==> src/rtl/lift_pkg.sv <==
// Shared types and encodings for the two-car lift scheduler.
// Holds the car FSM state type, floor width and dispatch encodings.
package lift_pkg;

    localparam int FLOOR_W = 3;

    typedef logic [FLOOR_W-1:0] floor_t;
    typedef logic [1:0]         lift_state_t;
    typedef logic [1:0]         assign_t;

    localparam lift_state_t ST_IDLE      = 2'd0;
    localparam lift_state_t ST_MOVE_UP   = 2'd1;
    localparam lift_state_t ST_MOVE_DOWN = 2'd2;
    localparam lift_state_t ST_DOOR      = 2'd3;

    localparam assign_t ASSIGN_NONE = 2'b00;
    localparam assign_t ASSIGN_L1   = 2'b01;
    localparam assign_t ASSIGN_L2   = 2'b10;

    function automatic floor_t floor_dist(input floor_t a, input floor_t b);
        return (a > b) ? (a - b) : (b - a);
    endfunction

endpackage

==> src/rtl/lift_car.sv <==
// One lift car: FSM plus step and door down-counters.
//   state        | meaning
//   ST_IDLE      | parked, doors closed, accepts a new target
//   ST_MOVE_UP   | travelling toward a higher target floor
//   ST_MOVE_DOWN | travelling toward a lower target floor
//   ST_DOOR      | doors open at the target for DOOR_CYCLES cycles
module lift_car
    import lift_pkg::*;
#(
    parameter int     MOVE_CYCLES = 2,
    parameter int     DOOR_CYCLES = 4,
    parameter floor_t HOME        = 3'd0
) (
    input  logic   i_clk,
    input  logic   i_rst,
    input  logic   i_start,
    input  floor_t i_target,
    output logic   o_idle,
    output floor_t o_floor,
    output logic   o_im,
    output logic   o_up,
    output logic   o_door,
    output logic   o_arrive,
    output floor_t o_arrive_floor
);

    localparam int TW = 16;
    localparam logic [TW-1:0] STEP_RELOAD = TW'(MOVE_CYCLES - 1);
    localparam logic [TW-1:0] DOOR_RELOAD = TW'(DOOR_CYCLES - 1);

    lift_state_t   r_state;
    floor_t        r_floor;
    floor_t        r_target;
    logic [TW-1:0] r_step_cnt;
    logic [TW-1:0] r_door_cnt;

    lift_state_t   w_state_nxt;
    floor_t        w_floor_nxt;
    floor_t        w_target_nxt;
    logic [TW-1:0] w_step_nxt;
    logic [TW-1:0] w_door_nxt;

    always_comb begin
        w_state_nxt  = r_state;
        w_floor_nxt  = r_floor;
        w_target_nxt = r_target;
        w_step_nxt   = r_step_cnt;
        w_door_nxt   = r_door_cnt;
        case (r_state)
            ST_IDLE: begin
                if (i_start) begin
                    w_target_nxt = i_target;
                    if (i_target > r_floor) begin
                        w_state_nxt = ST_MOVE_UP;
                        w_step_nxt  = STEP_RELOAD;
                    end else if (i_target < r_floor) begin
                        w_state_nxt = ST_MOVE_DOWN;
                        w_step_nxt  = STEP_RELOAD;
                    end else begin
                        w_state_nxt = ST_DOOR;
                        w_door_nxt  = DOOR_RELOAD;
                    end
                end
            end
            ST_MOVE_UP: begin
                if (r_step_cnt == '0) begin
                    w_floor_nxt = (r_floor == '1) ? r_floor : r_floor + 1'b1;
                    w_step_nxt  = STEP_RELOAD;
                    if (w_floor_nxt == r_target) begin
                        w_state_nxt = ST_DOOR;
                        w_door_nxt  = DOOR_RELOAD;
                    end
                end else begin
                    w_step_nxt = r_step_cnt - 1'b1;
                end
            end
            ST_MOVE_DOWN: begin
                if (r_step_cnt == '0) begin
                    w_floor_nxt = (r_floor == '0) ? r_floor : r_floor - 1'b1;
                    w_step_nxt  = STEP_RELOAD;
                    if (w_floor_nxt == r_target) begin
                        w_state_nxt = ST_DOOR;
                        w_door_nxt  = DOOR_RELOAD;
                    end
                end else begin
                    w_step_nxt = r_step_cnt - 1'b1;
                end
            end
            default: begin
                if (r_door_cnt == '0) begin
                    w_state_nxt = ST_IDLE;
                end else begin
                    w_door_nxt = r_door_cnt - 1'b1;
                end
            end
        endcase
    end

    always_ff @(posedge i_clk or posedge i_rst) begin
        if (i_rst) begin
            r_state    <= ST_IDLE;
            r_floor    <= HOME;
            r_target   <= HOME;
            r_step_cnt <= '0;
            r_door_cnt <= '0;
        end else begin
            r_state    <= w_state_nxt;
            r_floor    <= w_floor_nxt;
            r_target   <= w_target_nxt;
            r_step_cnt <= w_step_nxt;
            r_door_cnt <= w_door_nxt;
        end
    end

    // Arrival is flagged on the edge that enters DOOR so the scheduler clears on that same edge.
    assign o_arrive       = (w_state_nxt == ST_DOOR) && (r_state != ST_DOOR);
    assign o_arrive_floor = w_target_nxt;

    assign o_idle  = (r_state == ST_IDLE);
    assign o_floor = r_floor;
    assign o_im    = (r_state == ST_MOVE_UP) || (r_state == ST_MOVE_DOWN);
    assign o_up    = (r_state == ST_MOVE_UP);
    assign o_door  = (r_state == ST_DOOR);

endmodule

==> src/rtl/lift_scheduler.sv <==
// Two-car lift scheduler: hall request capture, pending/assigned tracking
// and nearest-idle-car dispatch driving two lift_car instances.
module lift_scheduler
    import lift_pkg::*;
#(
    parameter int     MOVE_CYCLES = 2,
    parameter int     DOOR_CYCLES = 4,
    parameter floor_t LIFT1_HOME  = 3'd0,
    parameter floor_t LIFT2_HOME  = 3'd4
) (
    input  logic         i_clk,
    input  logic         i_rst,
    input  logic         i_req_valid,
    input  floor_t       i_req_floor,
    output logic         o_req_ready,
    output logic [7:0]   o_pending,
    output logic         o_assign_valid,
    output logic [1:0]   o_assign_lift,
    output floor_t       o_lift1_floor,
    output floor_t       o_lift2_floor,
    output logic         o_lift1_im,
    output logic         o_lift2_im,
    output logic         o_lift1_up,
    output logic         o_lift2_up,
    output logic         o_lift1_door,
    output logic         o_lift2_door
);

    logic [7:0] r_pending;
    logic [7:0] r_assigned;
    logic       r_assign_valid;
    assign_t    r_assign_lift;

    logic       w_idle1, w_idle2;
    logic       w_arrive1, w_arrive2;
    floor_t     w_arrive_floor1, w_arrive_floor2;
    logic       w_start1, w_start2;

    logic [7:0] w_avail;
    logic       w_any;
    floor_t     w_sel_floor;
    floor_t     w_dist1, w_dist2;
    logic       w_dispatch;
    logic       w_pick2;
    logic       w_door_hit;
    logic [7:0] w_set_mask;
    logic [7:0] w_clear_mask;
    logic [7:0] w_dispatch_mask;

    assign w_avail = r_pending & ~r_assigned;

    always_comb begin
        w_any       = 1'b0;
        w_sel_floor = '0;
        for (int i = 7; i >= 0; i--) begin
            if (w_avail[i]) begin
                w_any       = 1'b1;
                w_sel_floor = floor_t'(i);
            end
        end
    end

    assign w_dist1    = floor_dist(o_lift1_floor, w_sel_floor);
    assign w_dist2    = floor_dist(o_lift2_floor, w_sel_floor);
    assign w_dispatch = w_any && (w_idle1 || w_idle2);
    // Lift1 wins ties and is preferred whenever it is the only idle car.
    assign w_pick2    = w_idle2 && (!w_idle1 || (w_dist2 < w_dist1));
    assign w_start1   = w_dispatch && !w_pick2;
    assign w_start2   = w_dispatch && w_pick2;

    assign w_door_hit = (o_lift1_door && (o_lift1_floor == i_req_floor)) ||
                        (o_lift2_door && (o_lift2_floor == i_req_floor));

    assign w_set_mask      = (i_req_valid && !w_door_hit) ? (8'b1 << i_req_floor) : 8'b0;
    assign w_clear_mask    = (w_arrive1 ? (8'b1 << w_arrive_floor1) : 8'b0) |
                             (w_arrive2 ? (8'b1 << w_arrive_floor2) : 8'b0);
    assign w_dispatch_mask = w_dispatch ? (8'b1 << w_sel_floor) : 8'b0;

    // Clears are applied last so an arrival beats a same-edge request or dispatch.
    always_ff @(posedge i_clk or posedge i_rst) begin
        if (i_rst) begin
            r_pending      <= '0;
            r_assigned     <= '0;
            r_assign_valid <= 1'b0;
            r_assign_lift  <= ASSIGN_NONE;
        end else begin
            r_pending      <= (r_pending | w_set_mask) & ~w_clear_mask;
            r_assigned     <= (r_assigned | w_dispatch_mask) & ~w_clear_mask;
            r_assign_valid <= w_dispatch;
            r_assign_lift  <= w_start2 ? ASSIGN_L2 : (w_start1 ? ASSIGN_L1 : ASSIGN_NONE);
        end
    end

    lift_car #(
        .MOVE_CYCLES (MOVE_CYCLES),
        .DOOR_CYCLES (DOOR_CYCLES),
        .HOME        (LIFT1_HOME)
    ) u_car1 (
        .i_clk          (i_clk),
        .i_rst          (i_rst),
        .i_start        (w_start1),
        .i_target       (w_sel_floor),
        .o_idle         (w_idle1),
        .o_floor        (o_lift1_floor),
        .o_im           (o_lift1_im),
        .o_up           (o_lift1_up),
        .o_door         (o_lift1_door),
        .o_arrive       (w_arrive1),
        .o_arrive_floor (w_arrive_floor1)
    );

    lift_car #(
        .MOVE_CYCLES (MOVE_CYCLES),
        .DOOR_CYCLES (DOOR_CYCLES),
        .HOME        (LIFT2_HOME)
    ) u_car2 (
        .i_clk          (i_clk),
        .i_rst          (i_rst),
        .i_start        (w_start2),
        .i_target       (w_sel_floor),
        .o_idle         (w_idle2),
        .o_floor        (o_lift2_floor),
        .o_im           (o_lift2_im),
        .o_up           (o_lift2_up),
        .o_door         (o_lift2_door),
        .o_arrive       (w_arrive2),
        .o_arrive_floor (w_arrive_floor2)
    );

    assign o_req_ready    = ~i_rst;
    assign o_pending      = r_pending;
    assign o_assign_valid = r_assign_valid;
    assign o_assign_lift  = r_assign_lift;

endmodule

==> config.mk <==
export PLATFORM = sky130hd
export DESIGN_NAME = lift_scheduler
export DESIGN_NICKNAME = d
export VERILOG_FILES = /design/src/rtl/lift_pkg.sv /design/src/rtl/lift_car.sv /design/src/rtl/lift_scheduler.sv
export SDC_FILE = /design/constraint.sdc
export NUM_CORES = 1
export LEC_CHECK = 0
export CELL_PAD_IN_SITES_DETAIL_PLACEMENT = 0
export CELL_PAD_IN_SITES_GLOBAL_PLACEMENT = 1
export CORE_AREA = 3 3 153 155
export CTS_BUF_LIST = sky130_fd_sc_hd__clkbuf_16
export DETAILED_ROUTE_END_ITERATION = 10
export DIE_AREA = 0 0 156 158
export GPL_ROUTABILITY_DRIVEN = 0
export PLACE_DENSITY = 0.63
export SYNTH_ARGS = -nofsm -noshare
export SYNTH_HDL_FRONTEND = slang
export SYNTH_SLANG_ARGS = --single-unit
==> constraint.sdc <==
create_clock -name i_clk -period 4.68 [get_ports i_clk]
set_clock_uncertainty 0.15 [all_clocks]
set_input_delay 0.936 -clock i_clk [delete_from_list [all_inputs] [get_ports i_clk]]
set_output_delay 0.936 -clock i_clk [all_outputs]
set_load 0.005 [all_outputs]
=== Word-level counts from Yosys, hierarchy flattened ===
Cells that the tools add are included.

* Word-level logic and storage cells: 203
* Output and inout port bits: 24
* Input port bits: 6
* Flip-flop bits (word level): 99

* Magnitude comparators: 7
* Shift operators: 4
* Multiplexer cells: 84
* Reductions and logical operators: 37
* Bitwise logic cells: 9
* Eq/ne operators: 36
* Add/sub/neg operators: 12

{| class="wikitable"
|+ Operator list
! cell !! count
|-
| 16-bit 2-to-1 mux || 24
|-
| 16-bit case mux with 3 select lines || 2
|-
| 3-bit 2-to-1 mux || 22
|-
| 16-bit zero test || 4
|-
| 16-bit case mux with 2 select lines || 2
|-
| 16-bit by 1-bit subtractor with 16-bit output, second input constant || 4
|-
| 8-bit 2-to-1 mux || 4
|-
| 1-bit by 3-bit left shift with 8-bit output, first input constant || 4
|-
| 2-bit 2-to-1 mux || 15
|-
| 8-bit bitwise AND || 3
|-
| 8-bit bitwise OR || 3
|-
| 2-bit by 1-bit != test with 1-bit output, second input constant || 10
|-
| 3-bit == test || 6
|-
| 8-bit NOT || 2
|-
| 8-bit AND reduction || 2
|-
| 2-bit == test, second input constant || 6
|-
| 3-bit greater-than comparator || 4
|-
| 2-bit != test, second input constant || 6
|-
| 2-bit case mux with 3 select lines || 2
|-
| 3-bit case mux with 2 select lines || 2
|-
| 3-bit AND reduction || 4
|-
| 3-bit subtractor || 4
|-
| 1-bit 2-to-1 mux || 11
|-
| 1-bit logical AND || 9
|-
| other kinds (14) || 34
|}

=== Depth between registers and ports, before layout ===
* Word-level depth: 25
* Mapped depth: 21
* Gate-level depth less buffers: 21

=== By module ===
From an unflattened synthesis, not the netlist that was laid out.

* Cell total of the unflattened synthesis: 773
* Area, all modules: 7018.0 sq um

{| class="wikitable"
|+ By module, submodules not included
! module !! area each (sq um) !! cells an instance !! seq. area each (sq um) !! instances
|-
| lift_car (u_car2) || 2660.1 || 289 || 1003.5 || 1
|-
| lift_car (u_car1) || 2657.5 || 289 || 1001.0 || 1
|-
| lift_scheduler || 1700.4 || 195 || 475.5 || 1
|}

=== Least setup slack after synthesis ===
OpenSTA, ideal clock, no wires.

* Kind: register -> register
* From: reg r_pending[6], in the netlist o_pending[6]
* To: reg r_pending[0], in the netlist o_pending[0]
* Library setup time: 0.086 ns
* Required time: 4.444 ns
* Setup slack: -0.107 ns
* Clock period less this slack: 4.787 ns
* Path buffers: 0
* Arrival time: 4.551 ns
* Stages on the path, launching flop included: 19
* Cell sequence: dfrtp_1 > nor2b_1 > o211ai_1 > a31oi_1 > inv_1 > ha_1 > a21o_1 > a21oi_1 > a31oi_1 > mux2i_1 > xor2_1 > ha_1 > nand2b_1 > a211o_1 > a22oi_1 > o22ai_1 > o31ai_1 > nor3_1 > nor3_1

* Elaborated cells on any way between the ends: 57
* Classes of those cells: 4 x add/sub; 7 x order compare; 2 x eq/ne; 2 x shift; 30 x mux; 4 x bitwise; 8 x reduce/logical

{| class="wikitable"
|+ RTL lines
! element !! RTL line !! source
|-
| start: declaration || lift_scheduler.sv:29 || <nowiki>logic [7:0] r_pending;</nowiki>
|-
| start signal: assignment || lift_scheduler.sv:87 || <nowiki>r_pending <= (r_pending | w_set_mask) & ~w_clear_mask;</nowiki>
|-
| 8-bit bitwise AND (*) || lift_scheduler.sv:50 || <nowiki>assign w_avail = r_pending & ~r_assigned;</nowiki>
|-
| 3-bit 2-to-1 mux (7 in series) || lift_scheduler.sv:56 || <nowiki>if (w_avail[i]) begin</nowiki>
|-
| 3-bit subtractor or 3-bit greater-than comparator (tied branches) || lift_pkg.sv:21 || <nowiki>return (a > b) ? (a - b) : (b - a);</nowiki>
|-
| 3-bit 2-to-1 mux || lift_pkg.sv:21 ||
|-
| 3-bit < comparator || lift_scheduler.sv:67 || <nowiki>assign w_pick2 = w_idle2 && (!w_idle1 || (w_dist2 < w_dist1));</nowiki>
|-
| 1-bit logical OR || lift_scheduler.sv:67 ||
|-
| 1-bit logical AND || lift_scheduler.sv:67 ||
|-
| 1-bit logical AND (*) || lift_scheduler.sv:69 || <nowiki>assign w_start2 = w_dispatch && w_pick2;</nowiki>
|-
| named net u_car2.i_start || lift_car.sv:16 || <nowiki>input logic i_start,</nowiki>
|-
| 2-bit 2-to-1 mux || lift_car.sv:51 || <nowiki>if (i_start) begin</nowiki>
|-
| 2-bit case mux with 3 select lines || lift_car.sv:49 || <nowiki>case (r_state)</nowiki>
|-
| 2-bit == test || lift_car.sv:116 || <nowiki>assign o_arrive = (w_state_nxt == ST_DOOR) && (r_state != ST_DOOR);</nowiki>
|-
| 1-bit logical AND || lift_car.sv:116 ||
|-
| 8-bit 2-to-1 mux (*) || lift_scheduler.sv:76 || <nowiki>(w_arrive2 ? (8'b1 << w_arrive_floor2) : 8'b0);</nowiki>
|-
| 8-bit bitwise OR (*) || lift_scheduler.sv:75 || <nowiki>assign w_clear_mask = (w_arrive1 ? (8'b1 << w_arrive_floor1) : 8'b0) |</nowiki>
|-
| 8-bit NOT (*) || lift_scheduler.sv:87 ||
|-
| 8-bit bitwise AND (*) || lift_scheduler.sv:87 ||
|}

The timed path passes the listed nets; every way through them passes the cells marked *.
A chain may end at the register's enable or synchronous reset.

=== Worst setup path after layout ===
* From: reg r_pending[7], in the netlist o_pending[7]
* To: reg r_pending[3], in the netlist o_pending[3]

* Word-level cells in the longest chain between the ends: 24
* Elaborated cells on any way between the ends: 59
* Classes of those cells: 4 x add/sub; 7 x order compare; 2 x eq/ne; 2 x shift; 32 x mux; 4 x bitwise; 8 x reduce/logical

{| class="wikitable"
|+ RTL lines
! element !! RTL line !! source
|-
| 8-bit bitwise AND (*) || lift_scheduler.sv:50 ||
|-
| 3-bit 2-to-1 mux (8 in series) || lift_scheduler.sv:56 ||
|-
| 3-bit subtractor or 3-bit greater-than comparator (tied branches) || lift_pkg.sv:21 ||
|-
| 3-bit 2-to-1 mux || lift_pkg.sv:21 ||
|-
| 3-bit < comparator || lift_scheduler.sv:67 ||
|-
| 1-bit logical OR || lift_scheduler.sv:67 ||
|-
| 1-bit logical AND || lift_scheduler.sv:67 ||
|-
| 1-bit zero test || lift_scheduler.sv:68 || <nowiki>assign w_start1 = w_dispatch && !w_pick2;</nowiki>
|-
| 1-bit logical AND || lift_scheduler.sv:68 ||
|-
| 2-bit 2-to-1 mux || lift_car.sv:51 ||
|-
| 2-bit case mux with 3 select lines || lift_car.sv:49 ||
|-
| 2-bit == test || lift_car.sv:116 ||
|-
| 1-bit logical AND || lift_car.sv:116 ||
|-
| 8-bit 2-to-1 mux || lift_scheduler.sv:75 ||
|-
| 8-bit bitwise OR (*) || lift_scheduler.sv:75 ||
|-
| 8-bit NOT (*) || lift_scheduler.sv:87 ||
|-
| 8-bit bitwise AND (*) || lift_scheduler.sv:87 ||
|}

Every way passes the cells marked *; elsewhere a longest branch is shown, timed or not.

==> reports/summary.txt <==
status - finished, final reports clean
final setup fails - 0
Worst slew margin - 34.3%
ranking of synthesized cells by area - dfrtp_1 (37%), ha_1 (6.1%), o21ai_0 (5.3%)
Syn Nets - 809
effective utilization at floorplan - 30.0%
critical path class - flop to flop
multi-input logic area - 4030 um^2
clock sink count - 99
number of cells on the worst reg-to-reg path - 16
Worst setup startpoint - o_pending[7]$_DFF_PP0_
synth warn - 0
commonest non-fill, non-tap cells in the layout - dfrtp_1 (97), nand2_1 (73), o21ai_0 (69)
remaining antenna violation count after routing - 0
worst reg2reg startpoint - o_pending[7]$_DFF_PP0_
Synth cell types - 74
hold path depth - 1
most common cell after layout, fill and taps aside - dfrtp_1
max-slew violation count - 0
Worst EP required - 4.76 ns
fin crit share - 97.2%
GRT Overall Usage - 14.9%
die height - 158 um
area share of the largest cell type after synthesis - 36.9%
Synth Instances - 767
min cycle time layout - 4.55 ns
Die Wd - 156 um
vias in the first global route - 5598
Area growth, synth to finish - 21.2%
asr flop ratio synth - 100%
measured slew at the worst slew-check pin - 0.976 ns
R2R Setup Slk - 0.13 ns
Fmax - 220 MHz
synthesized area - 6580 um^2
H-tree levels - 3
crit path capture type - flop
Post-synth EDFFs - 0
cts bufs inserted - 9
Hold Vio Cnt, Final - 0
worst hold slack - 0.334 ns
Detailed Route Iter0 Violations - 285
Congestion Overflow GR - 0
Synth Area in Compound Gates - 23.0%
Post-Synth XOR/XNOR Area - 2.66%
#FFs+latches synth - 99
Max Buffers Root-to-Sink - 2
worst-path fanout max - 9
critical path arrival - 4.62 ns
# hold bufs at CTS - 0
total number of vias - 5803
Primary FF master, synth - dfrtp_1
storage element area - 2480 um^2
row cnt - 54
largest net degree at the start of global routing - 53
Ports - 30
initial antenna violation count - 0
Yosys top cell by area - dfrtp_1
capturing point of the worst reg2reg path - o_pending[3]$_DFF_PP0_
multiplexer share of the synthesized area - 2.30%
worst hold start - u_car1.r_step_cnt[15]$_DFFE_PP0P_
post-synthesis adder-cell area fraction - 7.30%
sequential element share of the synthesized area - 37.7%
Total Wirelength - 18100 um
DP HPWL - 13100 um
Hold Path End - u_car1.r_step_cnt[15]$_DFFE_PP0P_
critical path's most frequent cell - a21o_1
combinational family with the most area after synthesis - compound AO/OA/AOI/OAI gates
Buf/Inv on CP - 1
n_diodes - 0
core footprint - 22000 um^2
post-DR vias/cell - 5.26
CTS tree - yes
HP Class - flop to flop
fraction of layout cells with a size suffix above 1 - 13.6%
slowest cell on the critical path - a2111oi_0
layout filler cell count - 2204
max_cap viols - 0
Avg WL per Cell - 16.4 um
Mapped Avg Cell Area - 8.58 um^2
PortBufs - 29
delay-heaviest family, CP - compound AO/OA/AOI/OAI gates
worst skew pair latency - 0.36 ns
drt pass-1 iters - 4
crit-path max cell delay - 0.55 ns
first-pass GRT wire length - 29600 um
CTS clk-pin slew, worst paths - 0.07 ns
Root Driver - clkbuf_16
DRC Markers - 0
Critical Path, Cell by Cell - nor2b_1, o211ai_1, a31oi_4, ha_4, a21o_1, a21oi_1, a31oi_2, mux2_2, ha_1, a21o_1, a2111oi_0, buf_4, a31oi_1, and4_2, nor4_2, nor3_1
die area - 24600 um^2
Net count, final - 860
startpoint types - flop
Post-Synth Simple-Gate Area - 22.5%
-- area by class of cell --
cell class              instances  share of cell area, %
clock buffers                   9                   2.82
clock inverters                 7                   1.26
inverters                      49                   2.34
multi-input cells             591                   50.5
flip-flops and latches         99                   31.1
well taps                     280                   4.39
repair buffers                 68                   7.56
-- cells in the mapped netlist (all sizes together) (11+ instances only) --
master  count
nand2b     17
clkbuf     23
mux2i      14
nor2       56
nor4       18
a22o       14
o21ai      70
xnor2      16
o31ai      15
ha         32
nand2      73
dfrtp      97
nor2b      11
nor3       52
inv        48
a21oi      58
-- worst max path at each step --
stage	end	cells after the start
after global placement	o_pending[5]$_DFF_PP0_	16
after CTS	r_assigned[4]$_DFF_PP0_	16
after detailed placement	u_car2.r_step_cnt[11]$_DFFE_PP0P_	18
final	o_pending[3]$_DFF_PP0_	16
after global routing	u_car2.r_step_cnt[11]$_DFFE_PP0P_	18
after floorplan	u_car2.r_door_cnt[4]$_DFFE_PP0P_	21
-- cell families after synthesis --
family | Yosys count
buffers and inverters | 77
and+or+nand+nor | 287
xor gates and xnor gates | 20
AOI/OAI and AO/OA | 233
DFF | 99
muxes | 15
adders and majority gates | 36
-- sequential cells by signal, summed over array words and instances, names as in the netlist --
name               cells
o_assign_lift          2
u_car2.o_floor         3
u_car1.r_target        3
u_car2.r_target        3
u_car1.r_door_cnt     16
u_car1.r_state         2
r_assigned             8
u_car2.r_door_cnt     16
u_car1.r_step_cnt     16
o_pending              8
o_assign_valid         1
u_car2.r_step_cnt     16
u_car2.r_state         2
u_car1.o_floor         3
-- stage by stage --
stage          setup TNS (ns)  cells  cell area [um^2]  setup slack [ns]  utilization [%]
4_1_cts                     0   1103              7770            0.0327             35.4
3_5_place_dp          -0.0259   1087              7430           -0.0259             33.8
5_1_grt                -0.414   1103              7980           -0.0791             36.3
2_1_floorplan               0    767              6590             0.105                -
6_report                    0   1103              7980             0.132             36.3
3_3_place_gp           -0.187   1087              7430           -0.0551             33.8
-- layer usage --
| metal | vias up | wire [um] | track usage (%) |
|---|---|---|---|
| met3 | 14 | 434 | 1.91 |
| met5 | - | 0 | 0 |
| met4 | 0 | 231 | 4.58 |
| met2 | 70 | 8100 | 22.8 |
| met1 | 2797 | 9300 | 22.0 |
| li1 | 2922 | - | - |
-- repair_timing --
| item | CTS | global route |
|---|---|---|
| setup buffers | 0 | 0 |
| setup endpoints to repair | 7 | 68 |
| gates resized for setup | 4 | 40 |
| pin swaps | 0 | 3 |
| gates cloned | 0 | 0 |
Power is not shown: default switching activity piles up to over one toggle a cycle in this logic, so the estimate is an artifact.
